--- src/rtl/tmds_video_encoder.sv ---
// DVI/HDMI output stage: maps the scandoubler's 1-bit video to RGB and emits
// three TMDS 10-bit symbols per pixel enable (two-stage pipeline).
module tmds_video_encoder #(
    parameter logic [23:0] FG_RGB      = 24'hFFFFFF,
    parameter logic [23:0] BG_RGB      = 24'h000000,
    parameter int unsigned DIM_SHIFT   = 1,
    parameter bit          SYNC_INVERT = 1'b1
) (
    input  logic       clk,
    input  logic       reset,
    input  logic       ce_pix,
    input  logic       hs_in,
    input  logic       vs_in,
    input  logic       de_in,
    input  logic       v_in,
    input  logic       dim,
    output logic [9:0] tmds_r,
    output logic [9:0] tmds_g,
    output logic [9:0] tmds_b,
    output logic       sym_vld
);

    localparam logic [9:0] CTRL_00 = 10'b1101010100;
    localparam logic [9:0] CTRL_01 = 10'b0010101011;
    localparam logic [9:0] CTRL_10 = 10'b0101010100;
    localparam logic [9:0] CTRL_11 = 10'b1010101011;

    typedef struct packed {
        logic [9:0]        sym;
        logic signed [4:0] cnt;
    } enc_t;

    function automatic logic [9:0] ctrl_sym(input logic [1:0] c);
        logic [9:0] s;
        case (c)
            2'b00:   s = CTRL_00;
            2'b01:   s = CTRL_01;
            2'b10:   s = CTRL_10;
            default: s = CTRL_11;
        endcase
        return s;
    endfunction

    function automatic enc_t encode(input logic [7:0] d, input logic signed [4:0] cnt);
        enc_t              res;
        logic [3:0]        n1d;
        logic [3:0]        n1q;
        logic              use_xnor;
        logic [8:0]        qm;
        logic signed [4:0] diff;
        n1d = '0;
        for (int unsigned i = 0; i < 8; i++) n1d = n1d + 4'(d[i]);
        use_xnor = (n1d > 4'd4) || ((n1d == 4'd4) && !d[0]);
        qm = '0;
        qm[0] = d[0];
        for (int unsigned i = 1; i < 8; i++)
            qm[i] = use_xnor ? ~(qm[i-1] ^ d[i]) : (qm[i-1] ^ d[i]);
        qm[8] = ~use_xnor;
        n1q = '0;
        for (int unsigned i = 0; i < 8; i++) n1q = n1q + 4'(qm[i]);
        // n1 - n0 == 2*n1 - 8; modular 5-bit arithmetic keeps the sign right
        diff = signed'({n1q, 1'b0} - 5'd8);
        if (cnt == 5'sd0 || diff == 5'sd0) begin
            res.sym = {~qm[8], qm[8], qm[8] ? qm[7:0] : ~qm[7:0]};
            res.cnt = qm[8] ? cnt + diff : cnt - diff;
        end else if ((cnt > 5'sd0 && diff > 5'sd0) || (cnt < 5'sd0 && diff < 5'sd0)) begin
            res.sym = {1'b1, qm[8], ~qm[7:0]};
            res.cnt = cnt + (qm[8] ? 5'sd2 : 5'sd0) - diff;
        end else begin
            res.sym = {1'b0, qm[8], qm[7:0]};
            res.cnt = cnt + diff - (qm[8] ? 5'sd0 : 5'sd2);
        end
        return res;
    endfunction

    logic [23:0]       pix_rgb;
    logic [1:0]        pix_c;
    logic [23:0]       rgb_s1;
    logic              de_s1;
    logic [1:0]        c_s1;
    logic signed [4:0] cnt [3];
    logic [9:0]        sym [3];
    enc_t              enc [3];

    always_comb begin
        pix_rgb = v_in ? FG_RGB : BG_RGB;
        if (dim)
            pix_rgb = {pix_rgb[23:16] >> DIM_SHIFT, pix_rgb[15:8] >> DIM_SHIFT,
                       pix_rgb[7:0] >> DIM_SHIFT};
        pix_c = {vs_in, hs_in} ^ {2{SYNC_INVERT}};
    end

    // Channel 0 = blue, 1 = green, 2 = red
    always_comb begin
        for (int unsigned ch = 0; ch < 3; ch++)
            enc[ch] = encode(rgb_s1[8*ch +: 8], cnt[ch]);
    end

    always_ff @(posedge clk) begin
        if (reset) begin
            rgb_s1  <= '0;
            de_s1   <= 1'b0;
            c_s1    <= '0;
            sym_vld <= 1'b0;
            for (int unsigned ch = 0; ch < 3; ch++) begin
                cnt[ch] <= '0;
                sym[ch] <= CTRL_00;
            end
        end else begin
            sym_vld <= ce_pix;
            if (ce_pix) begin
                rgb_s1 <= pix_rgb;
                de_s1  <= de_in;
                c_s1   <= pix_c;
                for (int unsigned ch = 0; ch < 3; ch++) begin
                    if (de_s1) begin
                        sym[ch] <= enc[ch].sym;
                        cnt[ch] <= enc[ch].cnt;
                    end else begin
                        sym[ch] <= (ch == 0) ? ctrl_sym(c_s1) : CTRL_00;
                        cnt[ch] <= '0;
                    end
                end
            end
        end
    end

    assign tmds_b = sym[0];
    assign tmds_g = sym[1];
    assign tmds_r = sym[2];

endmodule
--- config.mk ---
export PLATFORM = sky130hd
export DESIGN_NAME = tmds_video_encoder
export DESIGN_NICKNAME = d
export VERILOG_FILES = /design/src/rtl/tmds_video_encoder.sv
export SDC_FILE = /design/constraint.sdc
export NUM_CORES = 1
export LEC_CHECK = 0
export CAP_MARGIN = 20
export CORE_MARGIN = 5
export CORE_UTILIZATION = 60
export CTS_BUF_LIST = sky130_fd_sc_hd__clkbuf_16
export CTS_CLUSTER_SIZE = 8
export DETAILED_ROUTE_END_ITERATION = 6
export DONT_BUFFER_PORTS = 1
export GPL_TIMING_DRIVEN = 0
export PLACE_DENSITY = 0.75
export SYNTH_ARGS = -nofsm -noshare
export SYNTH_HDL_FRONTEND = slang
export SYNTH_SLANG_ARGS = --single-unit
--- constraint.sdc ---
create_clock -name clk -period 7.8 [get_ports clk]
set_clock_uncertainty 0.2 [all_clocks]
set_input_delay 1.56 -clock clk [delete_from_list [all_inputs] [get_ports clk]]
set_output_delay 1.56 -clock clk [all_outputs]
set_load 0.01 [all_outputs]
[After elaboration in Yosys (flattened, before gate mapping)]
Memories as Yosys holds them, arrays and structs flattened.
Cells that the tools add are included.
Word-level totals
  input port bits: 8
  logic and storage cells: 242
  flip-flop bits (word level): 28
  memories: 2
  output and inout bits: 31
  bits in writable memories: 45
Memory list
  sym: words 3, bits a word 10, read ports 3, clocked after memory_dff 0, write ports 3, line 82  | logic [9:0] sym [3];
  cnt: words 3, bits a word 5, read ports 3, clocked after memory_dff 0, write ports 3, line 81  | logic signed [4:0] cnt [3];
Cells by class
  add/sub/neg operators: 60
  eq/ne operators: 5
  reduce and logical (&&, ||, !) cells: 28
  multiplexer cells: 67
  bitwise gates (word level): 61
  $lt $le $gt $ge: 15
Operators by type and width (count)
  4-bit by 1-bit adder with 4-bit output: 24
  10-bit 2-to-1 mux: 9
  15-bit 2-to-1 mux: 6
  24-bit 2-to-1 mux: 2
  5-bit 2-to-1 mux: 9
  1-bit 2-to-1 mux: 31
  5-bit by 1-bit > comparator with 1-bit output (second input constant): 6
  5-bit zero test: 6
  5-bit by 1-bit less-than comparator with 1-bit output (second input constant): 6
  10-bit case mux with 3 select lines: 1
  5-bit subtractor: 6
  3-bit by 1-bit adder with 4-bit output: 6
  8-bit 2-to-1 mux: 3
  1-bit NOT: 24
  8-bit NOT: 3
  1-bit XOR: 21
  2-bit by 1-bit adder with 3-bit output: 6
  5-bit by 3-bit adder with 5-bit output: 3
  5-bit adder: 3
  5-bit by 3-bit subtractor with 5-bit output: 3
  5-bit by 4-bit subtractor with 5-bit output (second input constant): 3
  1-bit by 1-bit adder with 2-bit output: 6
  4-bit by 3-bit == test with 1-bit output (second input constant): 3
  4-bit by 3-bit > comparator with 1-bit output (second input constant): 3
  9 further kinds: 43

[Depth between registers and ports, before layout]
  depth after elaboration: 38
  gate-level depth with buffers: 13
  mapped depth without buffers: 12

[Least setup slack after synthesis]
OpenSTA, ideal clock, no wires.
  path kind: register to register
  start: register rgb_s1[15]
  end: memory cnt[1][4] (data pin)
  arrival time: 3007 ps
  path slack: 4425 ps
  path buffers: 1
  required time: 7433 ps
  period minus slack after synthesis: 3375 ps
  library setup time: 167 ps
  stages on the path, launching flop included: 12
  cell sequence: dfxtp_1 -> inv_1 -> ha_1 -> buf_2 -> inv_1 -> ha_1 -> fa_1 -> xnor2_1 -> nor3b_1 -> xnor2_1 -> a311o_1 -> a221oi_2
RTL lines
  start: declaration: line 78  | logic [23:0] rgb_s1;
  start signal: assignment: line 112  | rgb_s1 <= pix_rgb;
  end: declaration: line 81

==> reports/metrics.json <==
{
  "detailroute.wirelength.met3": {"value": 355, "unit": "um"},
  "via_per_inst": {"value": 5.93},
  "dp_worst_setup_slack": {"value": 3.77, "unit": "ns"},
  "intPower": {"value": 459, "unit": "uW"},
  "dp.final_hpwl": {"value": 6040, "unit": "um"},
  "cap_violations": {"value": 0},
  "postSynthNetCount": {"value": 444},
  "post_layout_nonfiller_instances": {"value": 463},
  "netSwitchingFraction": {"value": 0.314},
  "post_synth_num_cell_types": {"value": 59},
  "core_region_area": {"value": 0.00592, "unit": "mm^2"},
  "area_delta_synth_final": {"value": 6.92, "unit": "%"},
  "nNetsFinal": {"value": 451},
  "setup_violations": {"value": 0},
  "cts.hold.buffers_added": {"value": 0},
  "root_buffer": {"value": "clkbuf_16"},
  "power.sequential.fraction": {"value": 0.376},
  "leakage": {"value": 1.65, "unit": "nW"},
  "post_cts_buffers": {"value": 0},
  "ctsLongestPathBuffers": {"value": 2},
  "max_freq": {"value": 244, "unit": "MHz"},
  "ctsResizeCount": {"value": 0},
  "postSynthRegisterBits": {"value": 41},
  "routed-wl-met2": {"value": 3910, "unit": "um"},
  "synth_flop_cell": {"value": "edfxtp_1"},
  "critical_path.endpoint_type": {"value": "register"},
  "final_cell_mix": {"value": "ha_1, inv_1, nor2_1"},
  "worst_hold_slack": {"value": 0.296, "unit": "ns"},
  "antenna_cells_inserted": {"value": 0},
  "final_core_utilization": {"value": 0.660},
  "grt_usage": {"value": 0.208},
  "final.period_utilization": {"value": 0.525},
  "grt_setup_unrepaired": {"value": "no"},
  "grt_max_degree": {"value": 25},
  "via_count": {"value": 2744},
  "power.density": {"value": 171, "unit": "mW/mm^2"},
  "globalRouteOverflowTotal": {"value": 0},
  "std_cell_rows": {"value": 28},
  "antenna_found_initial": {"value": 0},
  "cts-buffers-inserted": {"value": 5},
  "layout_setup_ws": {"value": 3.70, "unit": "ns"},
  "max_slew.worst_pin.slew": {"value": 0.900, "unit": "ns"},
  "final_antenna_net_count": {"value": 0},
  "routed_wl": {"value": 7840, "unit": "um"},
  "crit_path_class": {"value": "register to register"},
  "clock_sink_count": {"value": 41},
  "combPwrFrac": {"value": 0.300},
  "clk_transition_reported_paths": {"value": 0.06, "unit": "ns"},
  "drt-met1-wl": {"value": 3380, "unit": "um"},
  "sequential_cell_area_fraction_in_the_yosys_report": {"value": 0.290},
  "outcome": {"value": "completed"},
  "final_common_cell": {"value": "ha_1"},
  "irDropWorstVdd": {"value": 0.110, "unit": "mV"},
  "fp.dieArea": {"value": 0.00775, "unit": "mm^2"},
  "clkPwrFrac": {"value": 0.324},
  "synth_area_per_cell": {"value": 9.61, "unit": "um^2"},
  "post-place-cells": {"value": 455},
  "switching_power": {"value": 211, "unit": "uW"},
  "fraction_of_layout_instances_using_a_drive_strength_above_1": {"value": 0.0902},
  "placement.io_buffers": {"value": 0},
  "synthArstFlopShare": {"value": 0},
  "tritoncts_clock_tree": {"value": "done"},
  "initial_standard_cell_utilization_of_the_core": {"value": 0.617},
  "maxSlewHeadroom": {"value": 0.400},
  "final-max-slew-violation-count": {"value": 0},
  "die_width": {"value": 88.0, "unit": "um"},
  "grt_pass1_vias": {"value": 2679},
  "synth_edf_count": {"value": 24},
  "final.setup.tns": {"value": 0, "unit": "ns"},
  "first_pass_iters": {"value": 4},
  "floorplan.io_pins": {"value": 39},
  "syn_area": {"value": 0.00365, "unit": "mm^2"},
  "timing.final.hold_violations": {"value": 0},
  "arrival": {"value": 4.01, "unit": "ns"},
  "cp_max_fo": {"value": 12},
  "remaining_drc_errors": {"value": 0},
  "min_path_type": {"value": "register to register"},
  "crit_path_start_kind": {"value": "register"},
  "global_route_wire_length_before_repair": {"value": 12500, "unit": "um"},
  "iteration_0_drc_markers": {"value": 101},
  "worstSkewPairLatency": {"value": 0.29, "unit": "ns"},
  "gp_routability_congestion": {"value": 0.840},
  "crit_required": {"value": 7.71, "unit": "ns"},
  "ctsHtreeMaxLevel": {"value": 2},
  "routedWlPerCell": {"value": 16.9, "unit": "um"},
  "yosys_warning_total": {"value": 0},
  "layout_min_cycle_time": {"value": 4.10, "unit": "ns"},
  "top_layer": {"value": "met4"},
  "height_of_the_chip": {"value": 88.0, "unit": "um"},
  "syn-instance-count": {"value": 380}
}
-- layout make-up --
type / count / area, um^2
buffer: 23 / 130
clock buffer: 6 / 150
clock inverter: 2 / 8.76
fill: 492 / 2010
inverter: 31 / 116
multi-input combinational: 285 / 2350
sequential: 41 / 1060
tap: 75 / 93.8
-- worst max-delay path, cell delays in order (launching register included) --
cell      delay (ns)
dfxtp_1         0.51
inv_1           0.14
ha_1            0.40
buf_2           0.24
a31oi_4         0.33
buf_2           0.35
buf_2           0.35
ha_1            0.24
nor3b_1         0.44
xnor2_1         0.12
a311o_1         0.38
a221oi_2        0.23
-- through the flow --
step | power (mW) | cell area, um^2
after detailed placement | 0.456 | 3750
after CTS | 0.670 | 3910
final | 0.670 | 3910
after global routing | 0.705 | 3910
after floorplan | 0.414 | 3650
after global placement | 0.448 | 3750
-- cell usage after synthesis (3+ instances only) --
library cell | count | share of area
a21oi_1 | 12 | 0.016
nand2_1 | 24 | 0.025
and4_1 | 3 | 0.0072
inv_1 | 31 | 0.032
clkbuf_1 | 8 | 0.0082
xnor2_1 | 21 | 0.050
buf_4 | 10 | 0.021
buf_2 | 5 | 0.0068
a31oi_1 | 5 | 0.0086
a22oi_1 | 5 | 0.010
o21ai_0 | 20 | 0.027
o21bai_1 | 3 | 0.0062
xor2_1 | 11 | 0.026
nor2_1 | 29 | 0.030
dfxtp_1 | 17 | 0.093
and2_1 | 4 | 0.0068
edfxtp_1 | 24 | 0.20
mux2i_1 | 12 | 0.033
ha_1 | 44 | 0.15
a211oi_1 | 8 | 0.016
nand3_1 | 7 | 0.0096
fa_1 | 12 | 0.066
nor3_1 | 8 | 0.011
a21o_1 | 8 | 0.016
nor2b_1 | 7 | 0.012
o31ai_1 | 3 | 0.0062
nand2b_1 | 3 | 0.0051
-- power groups by stage --
stage	Combinational [mW]	Clock, mW	Sequential (mW)
2_1_floorplan	0.161	0	0.253
3_3_place_gp	0.192	0	0.256
3_5_place_dp	0.199	0	0.256
4_1_cts	0.201	0.217	0.252
5_1_grt	0.224	0.228	0.253
6_report	0.201	0.217	0.252
-- cells by family after synthesis --
| group | Yosys count | share of synthesized area |
|---|---|---|
| buf+inv | 54 | 0.0675 |
| mux | 15 | 0.0421 |
| flops | 41 | 0.290 |
| fa+ha+maj | 56 | 0.216 |
| compound gates | 87 | 0.175 |
| xor+xnor | 32 | 0.0767 |
| simple gates | 95 | 0.132 |
-- flip-flops by register name, summed over array words and instances, names as in the netlist --
signal   flops
rgb_s1       2
sym         21
sym_vld      1
c_s1         2
de_s1        1
cnt         14
-- path summary, 6_finish.rpt --
path | startpoint | end | slack [ns] | cells after the start
worst max-delay path | rgb_s1[15] | cnt[1][4] | 3.70 | 11
worst min-delay path | sym[2][1] | sym[2][1] | 0.30 | 2
worst max register to register | rgb_s1[15] | cnt[1][4] | 3.70 | 11
worst min register to register | sym[2][1] | sym[2][1] | 0.30 | 2
-- per-layer routing --
metal	global-route usage	up-vias
met5	0	-
met4	0.0701	0
met3	0.0329	19
met2	0.366	77
met1	0.260	1301
li1	-	1347
Note: power is estimated with default switching activity, not from simulation.
